**config.mk**
```make
export PLATFORM = sky130hd
export DESIGN_NAME = ex_div_unit
export DESIGN_NICKNAME = d
export VERILOG_FILES = /design/src/rtl/ex_div_unit_pkg.sv /design/src/rtl/ex_div_unit_step.sv /design/src/rtl/ex_div_unit.sv
export SDC_FILE = /design/constraint.sdc
export NUM_CORES = 1
export LEC_CHECK = 0
export ABC_CLOCK_PERIOD_IN_PS = 14610
export BUFFER_PORTS_ARGS = -buffer_cell sky130_fd_sc_hd__buf_4
export CORE_MARGIN = 2
export CORE_UTILIZATION = 30
export DETAILED_ROUTE_END_ITERATION = 10
export GPL_TIMING_DRIVEN = 1
export PLACE_DENSITY_LB_ADDON = 0.15
export SETUP_SLACK_MARGIN = 0.5
export SLEW_MARGIN = 20
export SYNTH_ARGS = -nofsm -noshare
export SYNTH_HDL_FRONTEND = slang
export SYNTH_SLANG_ARGS = --single-unit
```
**constraint.sdc**
```tcl
create_clock -name clk -period 14.61 [get_ports clk]
set_clock_uncertainty 0.15 [all_clocks]
set_input_delay 3.6525 -clock clk [delete_from_list [all_inputs] [get_ports clk]]
set_output_delay 3.6525 -clock clk [all_outputs]
set_load 0.005 [all_outputs]
```
**src/rtl/ex_div_unit_pkg.sv**
```systemverilog
// Shared definitions for the EX-stage integer divider: FSM state encodings,
// result bus width and the start/stop levels of the EX start request.
package ex_div_unit_pkg;

    typedef enum logic [1:0] {
        S_IDLE    = 2'b00,
        S_DIVZERO = 2'b01,
        S_ON      = 2'b10,
        S_END     = 2'b11
    } div_state_e;

    localparam int   DIV_RESULT_BUS_W = 64;
    localparam logic DIV_START        = 1'b1;
    localparam logic DIV_STOP         = 1'b0;

endpackage

```
**src/rtl/ex_div_unit_step.sv**
```systemverilog
// One restoring-division step: shift the partial remainder left, bring in the
// next dividend bit, and subtract the divisor when it fits.
module div_restore_step #(
    parameter int WIDTH = 32
) (
    input  logic [WIDTH-1:0] rem_i,
    input  logic             dvd_bit_i,
    input  logic [WIDTH-1:0] divisor_i,
    output logic [WIDTH-1:0] rem_o,
    output logic             quot_bit_o
);

    logic [WIDTH:0] shifted;

    // The incoming remainder is always below the divisor, so the restored
    // value fits back into WIDTH bits and the subtraction may wrap freely.
    always_comb begin
        shifted = {rem_i, dvd_bit_i};
        if (shifted >= {1'b0, divisor_i}) begin
            rem_o      = shifted[WIDTH-1:0] - divisor_i;
            quot_bit_o = 1'b1;
        end else begin
            rem_o      = shifted[WIDTH-1:0];
            quot_bit_o = 1'b0;
        end
    end

endmodule

```
**src/rtl/ex_div_unit.sv**
```systemverilog
// EX-stage multi-cycle divider (restoring, one quotient bit per cycle).
// Produces {remainder, quotient}; requests an EX stall while working.
module ex_div_unit
    import ex_div_unit_pkg::*;
#(
    parameter int WIDTH = 32
) (
    input  logic               clk,
    input  logic               rst,
    input  logic               start_i,
    input  logic               signed_i,
    input  logic [WIDTH-1:0]   opdata1_i,
    input  logic [WIDTH-1:0]   opdata2_i,
    input  logic               annul_i,
    output logic [2*WIDTH-1:0] result_o,
    output logic               ready_o,
    output logic               div_zero_o,
    output logic               stall_req_o
);

    localparam int CNT_W = $clog2(WIDTH);
    localparam logic [CNT_W-1:0] CNT_LAST = CNT_W'(WIDTH - 1);

    div_state_e         state_q, state_d;
    logic [CNT_W-1:0]   count_q, count_d;
    logic [WIDTH-1:0]   dvd_q, dvd_d;       // |dividend|, shifted out MSB first
    logic [WIDTH-1:0]   dvs_q, dvs_d;       // |divisor|
    logic [WIDTH-1:0]   rem_q, rem_d;       // partial remainder
    logic [WIDTH-1:0]   quo_q, quo_d;       // quotient bits collected so far
    logic               neg_quo_q, neg_quo_d;
    logic               neg_rem_q, neg_rem_d;
    logic [2*WIDTH-1:0] result_q, result_d;
    logic               ready_q, ready_d;
    logic               div_zero_q, div_zero_d;

    logic [WIDTH-1:0]   step_rem;
    logic               step_qbit;
    logic [WIDTH-1:0]   quo_next;
    logic               op1_neg;
    logic               op2_neg;

    div_restore_step #(.WIDTH(WIDTH)) u_step (
        .rem_i      (rem_q),
        .dvd_bit_i  (dvd_q[WIDTH-1]),
        .divisor_i  (dvs_q),
        .rem_o      (step_rem),
        .quot_bit_o (step_qbit)
    );

    assign quo_next = {quo_q[WIDTH-2:0], step_qbit};
    assign op1_neg  = signed_i & opdata1_i[WIDTH-1];
    assign op2_neg  = signed_i & opdata2_i[WIDTH-1];

    // Next-state, datapath and registered-output logic; annul overrides all.
    always_comb begin
        state_d    = state_q;
        count_d    = count_q;
        dvd_d      = dvd_q;
        dvs_d      = dvs_q;
        rem_d      = rem_q;
        quo_d      = quo_q;
        neg_quo_d  = neg_quo_q;
        neg_rem_d  = neg_rem_q;
        result_d   = result_q;
        ready_d    = ready_q;
        div_zero_d = div_zero_q;

        if (annul_i) begin
            state_d    = S_IDLE;
            count_d    = '0;
            result_d   = '0;
            ready_d    = 1'b0;
            div_zero_d = 1'b0;
        end else begin
            case (state_q)
                S_IDLE: begin
                    if (start_i == DIV_START) begin
                        // Two's-complement negation maps the most negative
                        // value onto itself, which is its correct magnitude.
                        dvd_d     = op1_neg ? -opdata1_i : opdata1_i;
                        dvs_d     = op2_neg ? -opdata2_i : opdata2_i;
                        neg_quo_d = op1_neg ^ op2_neg;
                        neg_rem_d = op1_neg;
                        rem_d     = '0;
                        quo_d     = '0;
                        count_d   = '0;
                        state_d   = (opdata2_i == '0) ? S_DIVZERO : S_ON;
                    end
                end
                S_DIVZERO: begin
                    state_d    = S_END;
                    result_d   = '0;
                    ready_d    = 1'b1;
                    div_zero_d = 1'b1;
                end
                S_ON: begin
                    rem_d   = step_rem;
                    quo_d   = quo_next;
                    dvd_d   = {dvd_q[WIDTH-2:0], 1'b0};
                    count_d = count_q + CNT_W'(1);
                    if (count_q == CNT_LAST) begin
                        state_d    = S_END;
                        count_d    = '0;
                        ready_d    = 1'b1;
                        div_zero_d = 1'b0;
                        result_d   = {(neg_rem_q ? -step_rem : step_rem),
                                      (neg_quo_q ? -quo_next : quo_next)};
                    end
                end
                S_END: begin
                    if (start_i == DIV_STOP) begin
                        state_d    = S_IDLE;
                        result_d   = '0;
                        ready_d    = 1'b0;
                        div_zero_d = 1'b0;
                    end
                end
                default: begin
                    state_d = S_IDLE;
                end
            endcase
        end
    end

    // State and datapath registers; reset clears everything immediately.
    always_ff @(posedge clk or negedge rst) begin
        if (!rst) begin
            state_q    <= S_IDLE;
            count_q    <= '0;
            dvd_q      <= '0;
            dvs_q      <= '0;
            rem_q      <= '0;
            quo_q      <= '0;
            neg_quo_q  <= 1'b0;
            neg_rem_q  <= 1'b0;
            result_q   <= '0;
            ready_q    <= 1'b0;
            div_zero_q <= 1'b0;
        end else begin
            state_q    <= state_d;
            count_q    <= count_d;
            dvd_q      <= dvd_d;
            dvs_q      <= dvs_d;
            rem_q      <= rem_d;
            quo_q      <= quo_d;
            neg_quo_q  <= neg_quo_d;
            neg_rem_q  <= neg_rem_d;
            result_q   <= result_d;
            ready_q    <= ready_d;
            div_zero_q <= div_zero_d;
        end
    end

    // Stall EX from the accepting cycle until the result is ready.
    always_comb begin
        stall_req_o = ((state_q == S_IDLE) & start_i & ~annul_i)
                    | (state_q == S_DIVZERO)
                    | (state_q == S_ON);
    end

    assign result_o   = result_q;
    assign ready_o    = ready_q;
    assign div_zero_o = div_zero_q;

endmodule

```
==> metrics.md <==
| Metric | Value |
|---|---|
| R2R cell count | `19` |
| Required @ worst endpoint | `10810 ps` |
| Worst setup margin | `6220 ps` |
| Net Sw Frac | `0.491` |
| Seq/Total Area, Yosys | `0.387` |
| Syn avg cell area | `8.35 um^2` |
| Final period utilization | `0.574` |
| List of most frequent post-synthesis cells | `nand2_1, o21ai_0, dfrtp_1` |
| Max_slew headroom | `0.334` |
| Cell Rows | `76` |
| Skew-Pair Late Insertion Delay | `550 ps` |
| Yosys top cell area share | `0.387` |
| Main flop type after synthesis | `dfrtp_1` |
| Clock Path Buffers | `3` |
| Initial core utilization | `0.303` |
| Post-synth EDFFs | `0` |
| Layout cells sized above 1 | `0.130` |
| Hold path startpoint | `dvs_q[13]` |
| Layout area overhead | `18.9%` |
| Final HPWL DP | `27900 um` |
| Die area | `about 0.045 mm^2` |
| Iter 0 DRT Violations | `718` |
| Final count of pins violating max slew | `0` |
| Vias/cell | `5.03` |
| Ys async rst share | `1.00` |
| IO Pins | `136` |
| Routed len/inst | `approximately 17 um` |
| Synthesized netlist net count | `1677` |
| # port buffers | `roughly 140` |
| Root Buffer | `clkbuf_16` |
| RSZ-0062 raised after global routing | `no` |
| R2r startpoint | `rem_q[5]` |
| # resized after CTS | `0` |
| Num CTS Buffers | `26` |
| Final number of hold-violating endpoints | `0` |
| Nets@finish | `1767` |
| Critical Path AT | `4590 ps` |
| Pwr dens | `270 mW/mm^2` |
| Cts-stage hold buffer count | `0` |
| WS Path Type | `in -> out` |
| Worst Hold Path EP | `dvs_q[13]` |
| Post-CTS setup repair buffer count | `0` |
| NetSw | `2.06 mW` |
| Chip Width | `between 200 and 250 um` |
| Min-Delay Path Class | `reg -> reg` |
| Most common cell in the synthesized netlist | `nand2_1` |
| CTS tree | `yes` |
| Synthesized cell area | `about 0.013 mm^2` |
| WL met3 | `about 1400 um` |
| GRT Util Overall | `0.167` |
| Initial antenna violation count | `0` |
| Outcome | `finished, final reports clean` |
| Remaining Overflow, GRT | `0` |
| Max cap viols | `0` |
| Antenna Cells | `0` |
| Core area | `approximately 0.043 mm^2` |
| Maximum vdd drop | `about 0.15 mV` |
| Cell taking the most area after synthesis | `dfrtp_1` |
| Worst R2R Setup Slack | `approximately 8500 ps` |
| Critical Path End Type | `output port` |
| Pre-CTS setup slack | `6210 ps` |
| Hold depth | `2` |
| Worst-path clk slew | `60 ps` |
| Met2 WL | `16000 um` |
| Slew @ Worst Pin | `999 ps` |
| Largest net degree at the start of global routing | `81` |
| Vias in the first global route | `10700` |
| Via Count | `between 10000 and 15000` |
| CP max FO | `9` |
| Synth Warn # | `0` |
| Yosys reg bits | `202` |
| Max Used Layer | `met4` |
| Synth Instances | `1565` |
| Final Non-Filler Cells | `2257` |
| Setup TNS | `0 ps` |
| F_max | `119 MHz` |
| Clock sinks | `202` |
| Combinational group share of total power | `0.631` |
| Clk pwr share | `0.161` |
| Critical path startpoint category | `primary input` |
| Area contributors post-synth | `dfrtp_1, o21ai_0, nand2_1` |
| Met1 WL | `19700 um` |
| Die Y | `213 um` |
| Reg-to-Reg End | `result_o[60]` |
| Static leakage | `6.87 nW` |
| GP Congestion | `0.845` |
| Overall Power | `4.19 mW` |
| Reg power frac | `0.208` |
| DRC Markers | `0` |
| Global-route wire length before repair | `60500 um` |
| Fillcell total | `around 4400` |
| Antenna-violating nets left | `0` |
| Total wire length | `between 30000 and 40000 um` |
| Dpl cells | `2211` |
| Worst hold slack | `324 ps` |
| Final Critical Period | `around 8400 ps` |
| H-tree depth | `1` |
| DRT Pass-1 Iters | `5` |
| Post-synth cell types | `79` |
| P_int | `about 2.1 mW` |
| Final setup violation count | `0` |
## sequential cells by signal, summed over array words and instances, names as in the netlist
name	cells
result_o	64
dvs_q	32
dvd_q	32
rem_q	32
state_q	2
count_q	5
div_zero_o	1
quo_q	31
ready_o	1
neg_quo_q	1
neg_rem_q	1
## cell families (layout without fill, tap and decap cells)
| group | count (synthesis) | in the layout | share of synthesized area |
|---|---|---|---|
| AOI/OAI and AO/OA | 496 | 496 | 0.234 |
| DFF | 202 | 202 | 0.387 |
| muxes | 20 | 20 | 0.0153 |
| buffers and inverters | 139 | 246 | 0.0418 |
| xor gates and xnor gates | 136 | 136 | 0.0912 |
| and+or+nand+nor | 529 | 529 | 0.189 |
| adders and majority gates | 43 | 43 | 0.0418 |
## layout make-up
type                    count  area [um^2]  share of cell area
clock buffers              36          758              0.0488
clock inverters             9          154             0.00991
inverters                  51          191              0.0123
multi-input cells        1224         7490               0.483
repair buffers            150         1140              0.0737
flip-flops and latches    202         5050               0.325
well taps                 585          732              0.0471
## layout by cell type (no fill, tap or decap), types with 7 or more instances in the layout
| cell type | count |
|---|---|
| buf_4 | 148 |
| ha_1 | 41 |
| and2_1 | 13 |
| a21o_1 | 7 |
| o31ai_1 | 25 |
| clkbuf_16 | 26 |
| and4_1 | 8 |
| xor2_1 | 71 |
| o211ai_1 | 7 |
| nand4_1 | 10 |
| nand2_1 | 254 |
| nand3_1 | 17 |
| nand2b_1 | 13 |
| o41ai_1 | 10 |
| dfrtp_1 | 202 |
| and3_1 | 11 |
| inv_1 | 50 |
| or3_1 | 26 |
| o21ai_1 | 15 |
| clkbuf_8 | 8 |
| xnor2_1 | 65 |
| nor2_1 | 87 |
| a31oi_1 | 9 |
| mux2i_1 | 20 |
| or4_1 | 9 |
| o21ai_0 | 215 |
| nor3_1 | 36 |
| a22o_1 | 37 |
| nor4_1 | 13 |
| a21oi_1 | 104 |
## worst max-delay path, cell delays in order
cell and delay (ps):
buf_4 140, and3b_1 300, or3_1 340, buf_4 150
## how the worst max path moves through the flow
stage                  endpoint    start  cells after the start  slack [ps]
finish              stall_req_o  annul_i                      4        6220
global route        stall_req_o  annul_i                      4        6150
CTS                 stall_req_o  annul_i                      4        6200
detailed placement  stall_req_o  annul_i                      4        6210
global placement    stall_req_o  annul_i                      4        6220
floorplan           stall_req_o  annul_i                      4        6270
## power groups by stage
stage               Sequential (mW)  Clock, mW  Combinational (mW)
global placement              0.878          0                2.63
detailed placement            0.883          0                2.64
global route                  0.898      0.721                2.94
CTS                           0.874      0.700                2.65
floorplan                     0.823          0                1.98
finish                        0.873      0.674                2.64
## metal layers
layer | vias up | global-route usage
met3 | 51 | 0.0207
met2 | 178 | 0.245
met1 | 5375 | 0.255
met5 | - | 0
met4 | 0 | 0.0514
li1 | 5743 | -
## through the flow
step	cell area [um^2]	utilization
global placement	14600	0.339
detailed placement	14600	0.339
CTS	15500	0.360
global route	15500	0.361
finish	15500	0.361
floorplan	13100	-
Note: power is estimated with default switching activity, not from simulation.
